<file path="config.mk">
export PLATFORM = sky130hd
export DESIGN_NAME = if_fetch
export DESIGN_NICKNAME = d
export VERILOG_FILES = /design/src/rtl/if_fetch.sv
export SDC_FILE = /design/constraint.sdc
export NUM_CORES = 1
export LEC_CHECK = 0
export BUFFER_PORTS_ARGS = -buffer_cell sky130_fd_sc_hd__buf_4
export CORE_UTILIZATION = 24
export CTS_BUF_LIST = sky130_fd_sc_hd__clkbuf_8
export DETAILED_ROUTE_END_ITERATION = 12
export SKIP_CTS_REPAIR_TIMING = 1
export SYNTH_ARGS = -nofsm -noshare
export SYNTH_HDL_FRONTEND = slang
export SYNTH_SLANG_ARGS = --single-unit
export TNS_END_PERCENT = 30
</file>
<file path="constraint.sdc">
create_clock -name clk_in -period 3.3 [get_ports clk_in]
set_clock_uncertainty 0.1 [all_clocks]
set_input_delay 0.165 -clock clk_in [delete_from_list [all_inputs] [get_ports clk_in]]
set_output_delay 0.165 -clock clk_in [all_outputs]
set_load 0.02 [all_outputs]
</file>
<file path="src/rtl/if_fetch.sv">
// Instruction-fetch stage: assembles RV32I words from four byte reads of a
// single-port memory and hands them to IF/ID through a one-entry buffer.
module if_fetch #(
  parameter int unsigned       ADDR_W   = 32,
  parameter logic [ADDR_W-1:0] RESET_PC = '0
) (
  input  logic              clk_in,
  input  logic              rst_in,
  input  logic              stall_in,
  input  logic              branch_in,
  input  logic [ADDR_W-1:0] branchAddr_in,
  input  logic [7:0]        memData_in,
  output logic [ADDR_W-1:0] memAddr_out,
  output logic              memRE_out,
  output logic [ADDR_W-1:0] pc_out,
  output logic [31:0]       inst_out,
  output logic              instValid_out
);

  typedef enum logic [2:0] {
    ST_F0,
    ST_F1,
    ST_F2,
    ST_F3,
    ST_W3,
    ST_PEND
  } state_t;

  state_t            state_q;
  state_t            state_d;
  logic [ADDR_W-1:0] pc_q;
  logic [31:0]       stage_q;
  logic              consume;
  logic              buf_free;
  logic              refill;
  logic [ADDR_W-1:0] mem_addr;
  logic              mem_re;

  // The buffer can take a new word if it is empty or being drained this cycle.
  assign consume  = instValid_out & ~stall_in;
  assign buf_free = ~instValid_out | ~stall_in;
  assign refill   = ((state_q == ST_W3) || (state_q == ST_PEND)) && buf_free;

  // ---------------------------------------------------------------------------
  // State register
  // ---------------------------------------------------------------------------
  // NOTE: sequential state uses non-blocking assignments so every register
  // samples pre-edge values, independent of process evaluation order.
  always_ff @(posedge clk_in) begin
    if (rst_in) begin
      state_q <= ST_F0;
    end else begin
      state_q <= state_d;
    end
  end

  // ---------------------------------------------------------------------------
  // Next-state logic
  // ---------------------------------------------------------------------------
  // NOTE: state_d gets a default before any branch, so no path leaves it
  // unassigned and no latch is inferred.
  always_comb begin
    state_d = state_q;
    if (branch_in) begin
      state_d = ST_F0;
    end else begin
      unique case (state_q)
        ST_F0:   state_d = ST_F1;
        ST_F1:   state_d = ST_F2;
        ST_F2:   state_d = ST_F3;
        ST_F3:   state_d = ST_W3;
        ST_W3:   state_d = buf_free ? ST_F0 : ST_PEND;
        ST_PEND: state_d = buf_free ? ST_F0 : ST_PEND;
        default: state_d = ST_F0;
      endcase
    end
  end

  // ---------------------------------------------------------------------------
  // Memory request outputs
  // ---------------------------------------------------------------------------
  always_comb begin
    mem_addr = pc_q;
    mem_re   = 1'b0;
    unique case (state_q)
      ST_F0: begin
        mem_addr = pc_q;
        mem_re   = 1'b1;
      end
      ST_F1: begin
        mem_addr = pc_q + ADDR_W'(1);
        mem_re   = 1'b1;
      end
      ST_F2: begin
        mem_addr = pc_q + ADDR_W'(2);
        mem_re   = 1'b1;
      end
      ST_F3: begin
        mem_addr = pc_q + ADDR_W'(3);
        mem_re   = 1'b1;
      end
      default: begin
        mem_addr = pc_q;
        mem_re   = 1'b0;
      end
    endcase
  end

  assign memAddr_out = mem_addr;
  assign memRE_out   = mem_re & ~rst_in;

  // ---------------------------------------------------------------------------
  // PC, staging register and output buffer
  // ---------------------------------------------------------------------------
  always_ff @(posedge clk_in) begin
    if (rst_in) begin
      pc_q          <= RESET_PC;
      stage_q       <= '0;
      pc_out        <= '0;
      inst_out      <= '0;
      instValid_out <= 1'b0;
    end else if (branch_in) begin
      // A redirect discards everything in flight, including a stalled word.
      pc_q          <= branchAddr_in;
      stage_q       <= '0;
      pc_out        <= '0;
      inst_out      <= '0;
      instValid_out <= 1'b0;
    end else begin
      // Drained without a refill this edge; a refill below overrides it.
      if (consume) begin
        instValid_out <= 1'b0;
      end

      unique case (state_q)
        ST_F1: stage_q[7:0]   <= memData_in;
        ST_F2: stage_q[15:8]  <= memData_in;
        ST_F3: stage_q[23:16] <= memData_in;
        ST_W3: begin
          if (!buf_free) begin
            stage_q[31:24] <= memData_in;
          end
        end
        default: ;
      endcase

      if (refill) begin
        inst_out      <= (state_q == ST_W3) ? {memData_in, stage_q[23:0]} : stage_q;
        pc_out        <= pc_q;
        instValid_out <= 1'b1;
        pc_q          <= pc_q + ADDR_W'(4);
      end
    end
  end

endmodule

</file>
==> run_results.csv, run 1 <==
group,metric,value,unit
status,outcome,"finished, violations left",
status,violations,"hold timing",
setup_path,reg2reg_slack,0.77,ns
setup_path,crit_fanout,10,
floorplanning,rows,60,
synthesis,synthFlopType,"dfxtp_1",
hold_path,hold_class,"in -> reg",
route,first_iter_violations,531,
route,first_pass_iters,5,
clock_network,cts_tree,"done",
cells_and_area,area_growth,36.9,%
cells_and_area,postLayoutCellArea,9200,sq um
floorplanning,ios,142,
global_route,grt_remaining_overflow,0,
clock_network,cts_max_level,4,
setup_path,critical_path_class,"reg -> out",
setup_path,cp-start-kind,"flip-flop",
global_route,antenna_found_initial,0,
sta,period_share,97.2,%
placement,portBuffers,141,
setup_path,crit_path_end_kind,"primary output",
route,postRouteAntennaNets,0,
setup_path,crit_chain,"o21ba_2 -> and3_4 -> inv_4 -> fa_1 -> nor3b_2 -> a21oi_2 -> nor3_2 -> nor4b_4 -> xor2_1 -> buf_4",
cells_and_area,drive_gt1_share,24.8,%
synthesis,yosys_register_bits,132,
sta,hold_viol,2,
pwr,ir_drop,233,uV
synthesis,synth_edf_count,0,
synthesis,ys_types,69,
route,wire_per_inst,16.9,microns
setup_path,slowest_stage,"fa_1",
setup_path,crit_family,"simple AND/OR/NAND/NOR gates",
placement,place_area,8220,sq um
setup_path,critical_path_buf_inv_count,2,
route,wl,24.2,mm
synthesis,yosysSeqAreaShare,39.3,%
floorplanning,die_h,169,microns
global_route,grt_usage,16.6,%
sta,finalCriticalPeriod,3.21,ns
route,vias,7074,
placement,place.gp.congestion,0.920,
synthesis,synth_fp_nets,935,
sta,worst_pin_slew,0.833,ns
clock_network,cts_inserted_buffers,17,
floorplanning,dieArea,28700,sq um
flow_run,maxCapViolCount,0,
pwr,p_leak,3.27,nW
setup_path,slowest_delay,0.41,ns
synthesis,netlist_instances,887,
placement,pre_cts_slack,0.304,ns
clock_network,root_buffer,"clkbuf_8",
global_route,grt_max_degree,81,
sta,worst_hold_slack,-0.00571,ns
sta,setup_viol,0,
cells_and_area,fin_util,33.9,%
route,drc,0,
sta,fmax,0.312,GHz
clock_network,path_clk_slew,0.09,ns
clock_network,clock_sinks,132,
floorplanning,start_util,24.7,%
floorplanning,core,27200,sq um
synthesis,syn_avg_cell_area,7.58,sq um
synthesis,synth_area,6720,sq um
sta,maxSlewHeadroom,44.1,%
cells_and_area,layout.nets,1096,
setup_path,worstPathRequired,3.03,ns
cells_and_area,antenna_cells,0,
clock_network,cts.path.max_buffers,2,
synthesis,synth_warnings,0,
setup_path,arrival,2.94,ns
placement,hpwlAfterDp,17.1,mm
sta,layout_setup_ws,0.0937,ns
sta,rsz0062_at_grt,"yes",
synthesis,async_flop_share,0,%
clock_network,clk_latency,0.47,ns
floorplanning,die_x,169,microns
route,viasPerCell,4.94,
global_route,grt_pass1_vias,6351,
sta,finalMaxSlewViolations,0,
global_route,grt_pass1_wl,36.7,mm
pwr,power_density,396,nW/um^2
[cells in the mapped netlist (all sizes together), types with 3 or more instances]
library cell,count,area share [%]
o21bai,3,0.34
dfxtp,132,39
inv,6,0.34
and2,3,0.28
o211ai,8,0.89
o21a,3,0.34
a21oi,103,7.7
nand2,210,12
a22oi,3,0.34
mux2i,3,0.45
xnor2,27,3.5
or4,6,0.73
ha,3,0.56
nand3,19,1.5
nor3,22,1.8
a31oi,5,0.47
and3,7,0.65
or3,9,0.84
nand4,19,2.4
nor4,13,1.4
clkbuf,55,3.1
and4,6,0.80
a211oi,22,2.5
xor2,18,2.3
o21ai,36,2.7
or2,6,0.56
buf,30,2.6
o31ai,3,0.34
nor2,60,3.4
a311oi,15,2.0
[power by group]
group | switching (W) | total [W] | internal, W
Combinational | 0.000269 | 0.000481 | 0.000212
Sequential | 0.0000599 | 0.00169 | 0.00163
Clock | 0.000770 | 0.00148 | 0.000708
[layout by cell type (no fill, tap or decap), types with 5 or more instances in the layout]
| master | instances |
|---|---|
| inv_8 | 6 |
| nand2_1 | 208 |
| and3_1 | 6 |
| or3_1 | 9 |
| dfxtp_1 | 124 |
| inv_1 | 6 |
| nor4_2 | 6 |
| a311oi_1 | 15 |
| xor2_1 | 18 |
| xnor2_1 | 26 |
| or4_1 | 5 |
| o21ai_0 | 36 |
| a21oi_1 | 100 |
| and4_1 | 5 |
| dlygate4sd3_1 | 44 |
| clkbuf_8 | 17 |
| a31oi_1 | 5 |
| nor3_1 | 20 |
| nor2_1 | 58 |
| dfxtp_2 | 7 |
| nand3_1 | 17 |
| nand4_1 | 14 |
| a211oi_1 | 21 |
| buf_4 | 180 |
| nor4_1 | 7 |
| o211ai_1 | 8 |
[flip-flops by register name, indices dropped and copies added (netlist names)]
name and count:
inst_out 32, state_q 3, pc_q 32, pc_out 32, stage_q 32, instValid_out 1
[worst min-delay path: stages]
cell and delay, ns:
buf_4 0.08, nand2_1 0.07, o31a_1 0.11, o2bb2ai_1 0.12
[final timing paths]
check / from / endpoint / cells past startpoint
setup / recovery: state_q[2] / memAddr_out[26] / 10
hold / removal: branchAddr_in[27] / pc_q[27] / 4
hold reg to reg: stage_q[6] / inst_out[6] / 2
setup reg to reg: instValid_out / pc_out[1] / 6
[metrics by stage]
| stage | total power [W] | TNS, ns | instances |
|---|---|---|---|
| 2_1_floorplan | 0.00195 | 0 | 887 |
| 3_3_place_gp | 0.00215 | 0 | 1355 |
| 3_5_place_dp | 0.00215 | 0 | 1355 |
| 4_1_cts | 0.00363 | -0.650 | 1387 |
| 5_1_grt | 0.00379 | -0.101 | 1433 |
| 6_report | 0.00364 | 0 | 1433 |
[cells by family after synthesis]
family	count (synthesis)	share of synthesized area, %
mux	3	0.447
compound gates	222	20.3
simple gates	389	27.1
buf+inv	92	6.14
fa+ha+maj	4	0.857
xor+xnor	45	5.86
flops	132	39.3
[layer usage]
metal / track usage (%) / up-vias / wire length [microns]
met4: 4.39 / 0 / 317
met1: 21.7 / 3336 / 10500
met3: 3.82 / 22 / 1790
met2: 27.2 / 295 / 11500
li1: - / 3421 / -
met5: 0 / - / 0
[final cells by class]
class	count	area, sq um
fillers	2957	18000
multi-input cells	663	3780
flip-flops and latches	132	2660
repair buffers	227	1850
well taps	372	465
clock buffers	17	234
clock inverters	15	185
inverters	7	28.8
Note: power is estimated with default switching activity, not from simulation.
==> run 2: changes to the inputs <==
- SLEW_MARGIN: unset -> 20
- clock period: 3.3 -> 2.86 ns (I/O delays scaled with it)
==> run 2 against run 1 <==
The run ends with hold timing, setup timing left. Register-to-register slack worse by 0.32 ns. Sequential power up 14%. Combinational power up 26%. Critical path depth down 2. Largest cell class unchanged.
==> run_results.csv, run 2 (synthesis results as in run 1) <==
group,metric,value,unit
status,outcome,"finished, violations left",
status,violations,"hold timing, setup timing",
clock_network,cts.path.max_buffers,2,
global_route,antenna_found_initial,0,
clock_network,root_buffer,"clkbuf_8",
cells_and_area,antenna_cells,0,
sta,worst_hold_slack,-0.0190,ns
setup_path,worstPathRequired,2.62,ns
floorplanning,rows,60,
pwr,power_density,462,nW/um^2
route,drc,0,
setup_path,crit_path_end_kind,"primary output",
floorplanning,core,27200,sq um
placement,hpwlAfterDp,17.9,mm
route,viasPerCell,4.93,
cells_and_area,layout.nets,1119,
setup_path,arrival,2.80,ns
cells_and_area,final_cell_count_no_fill,1456,
sta,worst_pin_slew,0.831,ns
floorplanning,die_x,169,microns
sta,setup_viol,23,
floorplanning,die_h,169,microns
placement,portBuffers,141,
sta,hold_viol,1,
global_route,grt_max_degree,65,
flow_run,maxCapViolCount,0,
pwr,ir_drop,283,uV
clock_network,cts_max_level,4,
clock_network,cts_inserted_buffers,17,
sta,period_share,106,%
cells_and_area,final_cell_mix,"nand2_1 (208), buf_4 (202), dfxtp_1 (127), a21oi_1 (99), nor2_1 (56)",
route,wl,24.7,mm
setup_path,critical_path_class,"reg -> out",
global_route,grt_pass1_wl,37.3,mm
floorplanning,ios,142,
sta,rsz0062_at_grt,"yes",
global_route,grt_usage,16.9,%
global_route,grt_pass1_vias,6405,
placement,post-place-cells,1378,
global_route,grt_remaining_overflow,0,
cells_and_area,final_common_cell,"nand2_1",
clock_network,path_clk_slew,0.09,ns
cells_and_area,drive_gt1_share,27.6,%
route,vias,7172,
hold_path,hold_class,"in -> reg",
sta,maxSlewHeadroom,44.2,%
sta,layout_setup_ws,-0.180,ns
route,postRouteAntennaNets,0,
route,wire_per_inst,17.0,microns
setup_path,crit_fanout,22,
setup_path,cp-start-kind,"flip-flop",
route,first_pass_iters,5,
floorplanning,dieArea,28700,sq um
sta,finalMaxSlewViolations,0,
route,first_iter_violations,653,
floorplanning,start_util,24.7,%
clock_network,cts_tree,"done",
cells_and_area,fillers,2905,
placement,place.gp.congestion,0.922,
clock_network,clock_sinks,132,
cells_and_area,area_growth,42.8,%
pwr,p_leak,3.50,nW
sta,finalCriticalPeriod,3.04,ns
clock_network,clk_latency,0.46,ns
sta,tns,-1.92,ns
sta,fmax,0.329,GHz
[run 2: cell count changes in the layout (fill, tap and decap cells not counted), sizes merged]
cell,delta
buf,+24
bufinv,+2
clkinv,+4
clkinvlp,-3
dlygate4sd3,-1
inv,-3
[run 2: worst paths after layout]
| path | slack [ns] | from | cells past startpoint | endpoint |
|---|---|---|---|---|
| max reg2reg | 0.45 | state_q[1] | 7 | stage_q[1] |
| min reg2reg | 0.35 | stage_q[23] | 2 | inst_out[23] |
| min | -0.02 | branch_in | 3 | pc_q[27] |
| max | -0.18 | state_q[1] | 8 | memAddr_out[11] |
[run 2: per-stage QoR]
step | hold slack, ns | total power [W] | worst slack [ns] | cell area [sq um] | util [%]
3_3_place_gp | 0.293 | 0.00251 | 0.138 | 8430 | 31.0
2_1_floorplan | 0.179 | 0.00226 | -0.0362 | 6800 | -
5_1_grt | 0.0162 | 0.00460 | -0.312 | 9600 | 35.3
6_report | -0.0190 | 0.00443 | -0.180 | 9600 | 35.3
4_1_cts | -0.198 | 0.00440 | -0.453 | 8900 | 32.8
3_5_place_dp | 0.294 | 0.00251 | 0.0766 | 8430 | 31.0
[run 2: area by class of cell]
cell class | count | area, sq um | share of cell area, %
timing repair buffer | 250 | 2020 | 21.1
clock inverter | 15 | 236 | 2.46
tap | 372 | 465 | 4.85
inverter | 7 | 38.8 | 0.404
sequential | 132 | 2650 | 27.6
clock buffer | 17 | 234 | 2.44
multi-input combinational | 663 | 3950 | 41.2
[run 2: layer usage]
metal	share of wire, %	track usage (%)	wire, microns	vias to the layer above
met2	47	28.0	11700	294
met3	7.0	3.19	1720	20
met4	0.97	3.92	239	0
met5	0	0	0	-
li1	-	-	-	3473
met1	45	22.6	11000	3385
[run 2: worst max-delay path, stage by stage (launching register included)]
cell,delay (ns)
dfxtp_4,0.37
or3b_1,0.18
buf_4,0.30
nand2_1,0.41
buf_4,0.32
o32ai_1,0.29
nor2_1,0.09
a31oi_2,0.20
buf_4,0.18
[run 2: where the power goes]
group	leakage, nW	switching, W	internal [W]
clock network	0.238	0.000894	0.000997
registers	1.07	0.0000576	0.00187
logic	2.19	0.000340	0.000268
total	3.50	0.00129	0.00314
